<file path="src/rtl/sync_fifo_flagged_if.sv">
// Handshake and status bundle between a sync_fifo_flagged and its producer/consumer.
// The master side drives requests; the slave side (the FIFO) drives data and status.
interface sync_fifo_flagged_if #(
    parameter int WIDTH = 8,
    parameter int DEPTH = 8
);
    logic                     w_en;
    logic                     r_en;
    logic [WIDTH-1:0]         data_in;
    logic                     clr_err;
    logic [WIDTH-1:0]         data_out;
    logic                     full;
    logic                     empty;
    logic                     almost_full;
    logic                     almost_empty;
    logic [$clog2(DEPTH):0]   count;
    logic                     overflow;
    logic                     underflow;

    modport master (
        output w_en, r_en, data_in, clr_err,
        input  data_out, full, empty, almost_full, almost_empty, count, overflow, underflow
    );

    modport slave (
        input  w_en, r_en, data_in, clr_err,
        output data_out, full, empty, almost_full, almost_empty, count, overflow, underflow
    );
endinterface

</file>
<file path="src/rtl/sync_fifo_flagged.sv">
// Single-clock FIFO with occupancy count, almost-full/empty thresholds,
// sticky overflow/underflow flags and optional first-word-fall-through output.
module sync_fifo_flagged #(
    parameter int WIDTH     = 8,
    parameter int DEPTH     = 8,
    parameter int AF_THRESH = DEPTH - 2,
    parameter int AE_THRESH = 2,
    parameter int FWFT      = 0
) (
    input  logic                clk,
    input  logic                rst_n,
    sync_fifo_flagged_if.slave  bus
);
    localparam int AW = $clog2(DEPTH);
    localparam int CW = AW + 1;

    if ((DEPTH < 2) || ((DEPTH & (DEPTH - 1)) != 0)) begin : g_bad_depth
        $error("sync_fifo_flagged: DEPTH must be a power of 2 and >= 2");
    end
    if ((AF_THRESH < 1) || (AF_THRESH > DEPTH)) begin : g_bad_af
        $error("sync_fifo_flagged: AF_THRESH must be in 1..DEPTH");
    end
    if ((AE_THRESH < 0) || (AE_THRESH > DEPTH - 1)) begin : g_bad_ae
        $error("sync_fifo_flagged: AE_THRESH must be in 0..DEPTH-1");
    end
    if (WIDTH < 1) begin : g_bad_width
        $error("sync_fifo_flagged: WIDTH must be >= 1");
    end

    logic [WIDTH-1:0] mem_q [DEPTH];

    logic [AW-1:0]    wr_ptr_q, wr_ptr_d;
    logic [AW-1:0]    rd_ptr_q, rd_ptr_d;
    logic [CW-1:0]    count_q, count_d;
    logic             overflow_q, overflow_d;
    logic             underflow_q, underflow_d;
    logic [WIDTH-1:0] data_out_q, data_out_d;

    logic             is_empty;
    logic             is_full;
    logic             rd_acc;
    logic             wr_acc;

    // Acceptance is decided purely from pre-edge state; a read never bypasses into an empty FIFO.
    always_comb begin
        is_empty = (count_q == '0);
        is_full  = (count_q == CW'(DEPTH));
        rd_acc   = bus.r_en && !is_empty;
        wr_acc   = bus.w_en && (!is_full || rd_acc);
    end

    always_comb begin
        wr_ptr_d    = wr_ptr_q;
        rd_ptr_d    = rd_ptr_q;
        count_d     = count_q;
        data_out_d  = data_out_q;
        overflow_d  = overflow_q;
        underflow_d = underflow_q;

        if (wr_acc) begin
            wr_ptr_d = wr_ptr_q + AW'(1);
        end
        if (rd_acc) begin
            rd_ptr_d   = rd_ptr_q + AW'(1);
            data_out_d = mem_q[rd_ptr_q];
        end

        if (wr_acc && !rd_acc) begin
            count_d = count_q + CW'(1);
        end else if (rd_acc && !wr_acc) begin
            count_d = count_q - CW'(1);
        end

        // Clear first so a same-cycle rejection still leaves the flag set.
        if (bus.clr_err) begin
            overflow_d  = 1'b0;
            underflow_d = 1'b0;
        end
        if (bus.w_en && !wr_acc) begin
            overflow_d = 1'b1;
        end
        if (bus.r_en && !rd_acc) begin
            underflow_d = 1'b1;
        end
    end

    always_ff @(posedge clk or negedge rst_n) begin
        if (!rst_n) begin
            wr_ptr_q    <= '0;
            rd_ptr_q    <= '0;
            count_q     <= '0;
            overflow_q  <= 1'b0;
            underflow_q <= 1'b0;
            data_out_q  <= '0;
        end else begin
            wr_ptr_q    <= wr_ptr_d;
            rd_ptr_q    <= rd_ptr_d;
            count_q     <= count_d;
            overflow_q  <= overflow_d;
            underflow_q <= underflow_d;
            data_out_q  <= data_out_d;
        end
    end

    // Storage is deliberately not reset; the pointers alone define what is valid.
    always_ff @(posedge clk) begin
        if (wr_acc) begin
            mem_q[wr_ptr_q] <= bus.data_in;
        end
    end

    always_comb begin
        bus.count        = count_q;
        bus.full         = is_full;
        bus.empty        = is_empty;
        bus.almost_full  = (count_q >= CW'(AF_THRESH));
        bus.almost_empty = (count_q <= CW'(AE_THRESH));
        bus.overflow     = overflow_q;
        bus.underflow    = underflow_q;
        if (FWFT != 0) begin
            bus.data_out = is_empty ? '0 : mem_q[rd_ptr_q];
        end else begin
            bus.data_out = data_out_q;
        end
    end
endmodule

</file>
<file path="src/flat_wrapper.sv">
// flat-port wrapper written by rule: the top's interface ports become plain ports
module sync_fifo_flagged_flat 
#(
    parameter int WIDTH     = 8,
    parameter int DEPTH     = 8,
    parameter int AF_THRESH = DEPTH - 2,
    parameter int AE_THRESH = 2,
    parameter int FWFT      = 0
)
  (clk, rst_n, bus_w_en, bus_r_en, bus_data_in, bus_clr_err, bus_data_out, bus_full, bus_empty, bus_almost_full, bus_almost_empty, bus_count, bus_overflow, bus_underflow);
  sync_fifo_flagged_if #(.WIDTH(WIDTH), .DEPTH(DEPTH)) bus_i ();
  input  logic clk;
  input  logic rst_n;
  input wire logic [$bits(bus_i.w_en)-1:0] bus_w_en;
  input wire logic [$bits(bus_i.r_en)-1:0] bus_r_en;
  input wire logic [$bits(bus_i.data_in)-1:0] bus_data_in;
  input wire logic [$bits(bus_i.clr_err)-1:0] bus_clr_err;
  output wire logic [$bits(bus_i.data_out)-1:0] bus_data_out;
  output wire logic [$bits(bus_i.full)-1:0] bus_full;
  output wire logic [$bits(bus_i.empty)-1:0] bus_empty;
  output wire logic [$bits(bus_i.almost_full)-1:0] bus_almost_full;
  output wire logic [$bits(bus_i.almost_empty)-1:0] bus_almost_empty;
  output wire logic [$bits(bus_i.count)-1:0] bus_count;
  output wire logic [$bits(bus_i.overflow)-1:0] bus_overflow;
  output wire logic [$bits(bus_i.underflow)-1:0] bus_underflow;
  assign bus_i.w_en = bus_w_en;
  assign bus_i.r_en = bus_r_en;
  assign bus_i.data_in = bus_data_in;
  assign bus_i.clr_err = bus_clr_err;
  assign bus_data_out = bus_i.data_out;
  assign bus_full = bus_i.full;
  assign bus_empty = bus_i.empty;
  assign bus_almost_full = bus_i.almost_full;
  assign bus_almost_empty = bus_i.almost_empty;
  assign bus_count = bus_i.count;
  assign bus_overflow = bus_i.overflow;
  assign bus_underflow = bus_i.underflow;
  sync_fifo_flagged #(.WIDTH(WIDTH), .DEPTH(DEPTH), .AF_THRESH(AF_THRESH), .AE_THRESH(AE_THRESH), .FWFT(FWFT)) u_core (.clk(clk), .rst_n(rst_n), .bus(bus_i));
endmodule
</file>
<file path="config.mk">
export PLATFORM = sky130hd
export DESIGN_NAME = sync_fifo_flagged_flat
export DESIGN_NICKNAME = d
export VERILOG_FILES = /design/src/rtl/sync_fifo_flagged_if.sv /design/src/rtl/sync_fifo_flagged.sv /design/src/flat_wrapper.sv
export SDC_FILE = /design/constraint.sdc
export NUM_CORES = 1
export LEC_CHECK = 0
export BUFFER_PORTS_ARGS = -buffer_cell sky130_fd_sc_hd__buf_2
export CORE_ASPECT_RATIO = 1.5
export CORE_MARGIN = 8
export CORE_UTILIZATION = 58
export CTS_CLUSTER_DIAMETER = 100
export DETAILED_ROUTE_END_ITERATION = 12
export GPL_TIMING_DRIVEN = 0
export PLACE_DENSITY = 0.85
export SYNTH_ARGS = -nofsm -noshare
export SYNTH_HDL_FRONTEND = slang
export SYNTH_SLANG_ARGS = --single-unit
</file>
<file path="constraint.sdc">
create_clock -name clk -period 3.9 [get_ports clk]
set_clock_uncertainty 0.05 [all_clocks]
set_input_delay 0.78 -clock clk [delete_from_list [all_inputs] [get_ports clk]]
set_output_delay 0.78 -clock clk [all_outputs]
set_load 0.02 [all_outputs]
</file>
==> impl_metrics.toml <==
[synth]
synth_top_family_by_area = "multiplexers"
synth-main-ff-cell = "edfxtp_1"
synth-adder-area-share_pct = 2.39
syn_area_sq_um = 3460
ys_ff_latch = 84
netlist_instances = 221
avgSynthCellArea_sq_um = 15.6
synth_compound_area_share_pct = 7.39
ys_warn_count = 0
ys_types = 34
synth_nets = 240
synth-simple-area-share_pct = 5.36
synth_edf_count = 64
synthArstFlopShare_pct = 23.8
seq_area_frac_synth_pct = 70.1
synth_mux_area_share_pct = 10.8
synth-xor-area-share_pct = 1.52

[clock_tree]
cts_buffer_depth = 2
cts-root-buf = "clkbuf_8"
post_cts_buffers = 0
cts_hold_buf = 0
cts_buffers = 9
post_cts_resize_count = 0
cts.htree.levels = 3
worst_skew_pair.late_latency_ns = 0.35
cts_tree = "yes"
clkSinkCount = 84
clk_pin_slew_ns = 0.08

[sta]
drv_slew = 0
setup_viol = 0
hold_violations = 0
rsz0062_at_grt = "no"
finalCriticalPeriod_ns = 3.06
hold_slack_ns = 0.312
finalSetupTns_ns = 0
max_freq_mhz = 327
final.setup.worst_slack_ns = 0.840
fin_crit_sh_pct = 78.5
worstMarginPinSlew_ns = 1.31
slew_headroom_pct = 12.0

[grt]
grtUsageTotal_pct = 15.8
antenna_found_initial = 0
grt_max_degree = 21
grt_pass1_wl_microns = 10300
first_global_vias = 1982
grt.overflow.total = 0

[worst_setup_path]
cp_max_fo = 7
crit_path_end_kind = "flip-flop"
cpMostUsedCell = "ha_1"
critical_path.slowest_cell = "or4b_4"
cp.required_ns = 4.07
crit_buf_inv = 2
critical_path_class = "flip-flop to flip-flop"
worst_path_largest_cell_delay_ns = 0.60
crit_path_cell_trace = "or4b_4, o21ai_4, inv_2, ha_1, inv_1, ha_1, a21o_1, a2111oi_0, o31ai_1"
critical_path.top_delay_family = "compound AO/OA/AOI/OAI gates"
cp.arrival_ns = 3.23
start_kind = "flip-flop"

[route]
vias = 1921
wirelength_microns = 6500
drt_pass1_iterations = 4
wl_per_cell_microns = 19.1
viasPerCell = 5.63
drt-initial-drc-count = 189
drc = 0
antenna_left = 0

[place]
dpl.cell_count = 324
finalWeightedCongestion = 0.750
place_ws_ns = 0.878
place_hpwl_microns = 4550
port_buffers = 30

[layout]
fin_nets = 283
final_cells = 341
antenna_cells = 0
drive_above_1_share_pct = 28.6
syn_to_final_growth_pct = 14.6

[pwr]
peakVddDrop_v = 0.000578
total_leakage_power_uw = 0.00152
power_per_cell_area_nw_per_um2 = 783

[die]
placementRows = 34
core_sq_um = 5790
die_h_microns = 111
die_w_microns = 79.0
start_util_pct = 59.7
dieArea_sq_um = 8740
ios = 31

[job]
drv_cap = 0

[min_path]
hold_path.class = "primary input to asynchronous set/reset pin"

[outcome]
outcome = "completed"
-- where the power goes --
group | switching [uW] | internal, uW
Clock | 293 | 417
Combinational | 621 | 464
Sequential | 136 | 1170
-- area by class of cell --
cell class	count	area, sq um
plain buffers	9	58.8
repair buffers	32	165
flip-flops and latches	84	2420
inverters	7	26.3
clock inverters	5	81.3
fillers	418	1820
multi-input cells	121	955
clock buffers	11	163
well taps	72	90.1
-- Yosys cell counts (all sizes together), types with 2 or more instances --
library cell / number / area, sq um
dfrtp: 20 / 500
o22ai: 8 / 50.1
mux2: 18 / 203
mux2i: 17 / 170
edfxtp: 64 / 1920
nor2: 5 / 18.8
a21o: 2 / 16.3
inv: 7 / 26.3
ha: 5 / 62.6
o21ai: 12 / 71.3
nand2: 19 / 73.8
xnor2: 5 / 43.8
nor3: 7 / 35.0
nand2b: 4 / 25.0
a221o: 8 / 80.1
buf: 8 / 55.1
nor4: 2 / 12.5
-- sequential cells by signal, indices dropped and copies added, names as in the netlist --
| signal | cells |
|---|---|
| u_core.bus.data_out | 8 |
| u_core.rd_ptr_q | 3 |
| u_core.bus.count | 4 |
| u_core.mem_q | 64 |
| u_core.wr_ptr_q | 3 |
| u_core.bus.underflow | 1 |
| u_core.bus.overflow | 1 |
-- stage by stage --
| step | power, uW | cell area (sq um) | utilization [%] |
|---|---|---|---|
| after detailed placement | 2430 | 3710 | 64.1 |
| final | 3100 | 3960 | 68.5 |
| after global routing | 3270 | 3960 | 68.5 |
| after floorplan | 2080 | 3460 | - |
| after CTS | 3130 | 3950 | 68.3 |
| after global placement | 2360 | 3700 | 63.9 |
-- per-layer routing --
metal | share of wire, % | up-vias | global-route usage (%)
li1 | - | 924 | -
met1 | 38 | 933 | 17.4
met2 | 56 | 54 | 27.0
met3 | 4.7 | 10 | 4.14
met4 | 1.6 | 0 | 7.58
met5 | 0 | - | 0
-- layout by cell type (no fill, tap or decap), types with 4 or more instances in the layout --
| cell | synthesis | routed |
|---|---|---|
| edfxtp_1 | 64 | 64 |
| buf_2 | 2 | 32 |
| dfrtp_1 | 20 | 20 |
| nand2_1 | 18 | 18 |
| mux2_2 | 18 | 18 |
| mux2i_1 | 17 | 17 |
| o21ai_0 | 11 | 11 |
| clkbuf_8 | 0 | 10 |
| o22ai_1 | 8 | 8 |
| a221o_1 | 8 | 8 |
| nor3_1 | 7 | 7 |
| inv_1 | 6 | 6 |
| nor2_1 | 5 | 5 |
| xnor2_1 | 5 | 5 |
| ha_1 | 5 | 5 |
| nand2b_1 | 4 | 4 |
| buf_4 | 2 | 4 |
-- logic make-up (layout without fill, tap and decap cells) --
| kind of cell | Yosys count | after routing |
|---|---|---|
| AND/OR/NAND/NOR | 39 | 39 |
| multiplexers | 35 | 35 |
| buffers and inverters | 16 | 64 |
| flip-flops | 84 | 84 |
| adder cells (fa/ha/maj) | 6 | 6 |
| XOR/XNOR | 6 | 6 |
| AO/OA/AOI/OAI | 35 | 35 |
-- path summary, 6_finish.rpt --
path                                              from                endpoint  slack [ns]  cells after the start
worst max-delay path               u_core.bus.count[0]     u_core.bus.count[3]        0.84                      9
worst min-delay path                             rst_n  u_core.bus.data_out[0]        0.31                      1
worst max register to register     u_core.bus.count[0]     u_core.bus.count[3]        0.84                      9
worst min register to register  u_core.bus.data_out[3]  u_core.bus.data_out[3]        0.43                      2
max in group asynchronous                        rst_n      u_core.wr_ptr_q[2]        3.17                      1
min in group clk                u_core.bus.data_out[3]  u_core.bus.data_out[3]        0.43                      2
No activity file was read; power rests on OpenSTA's default activity.
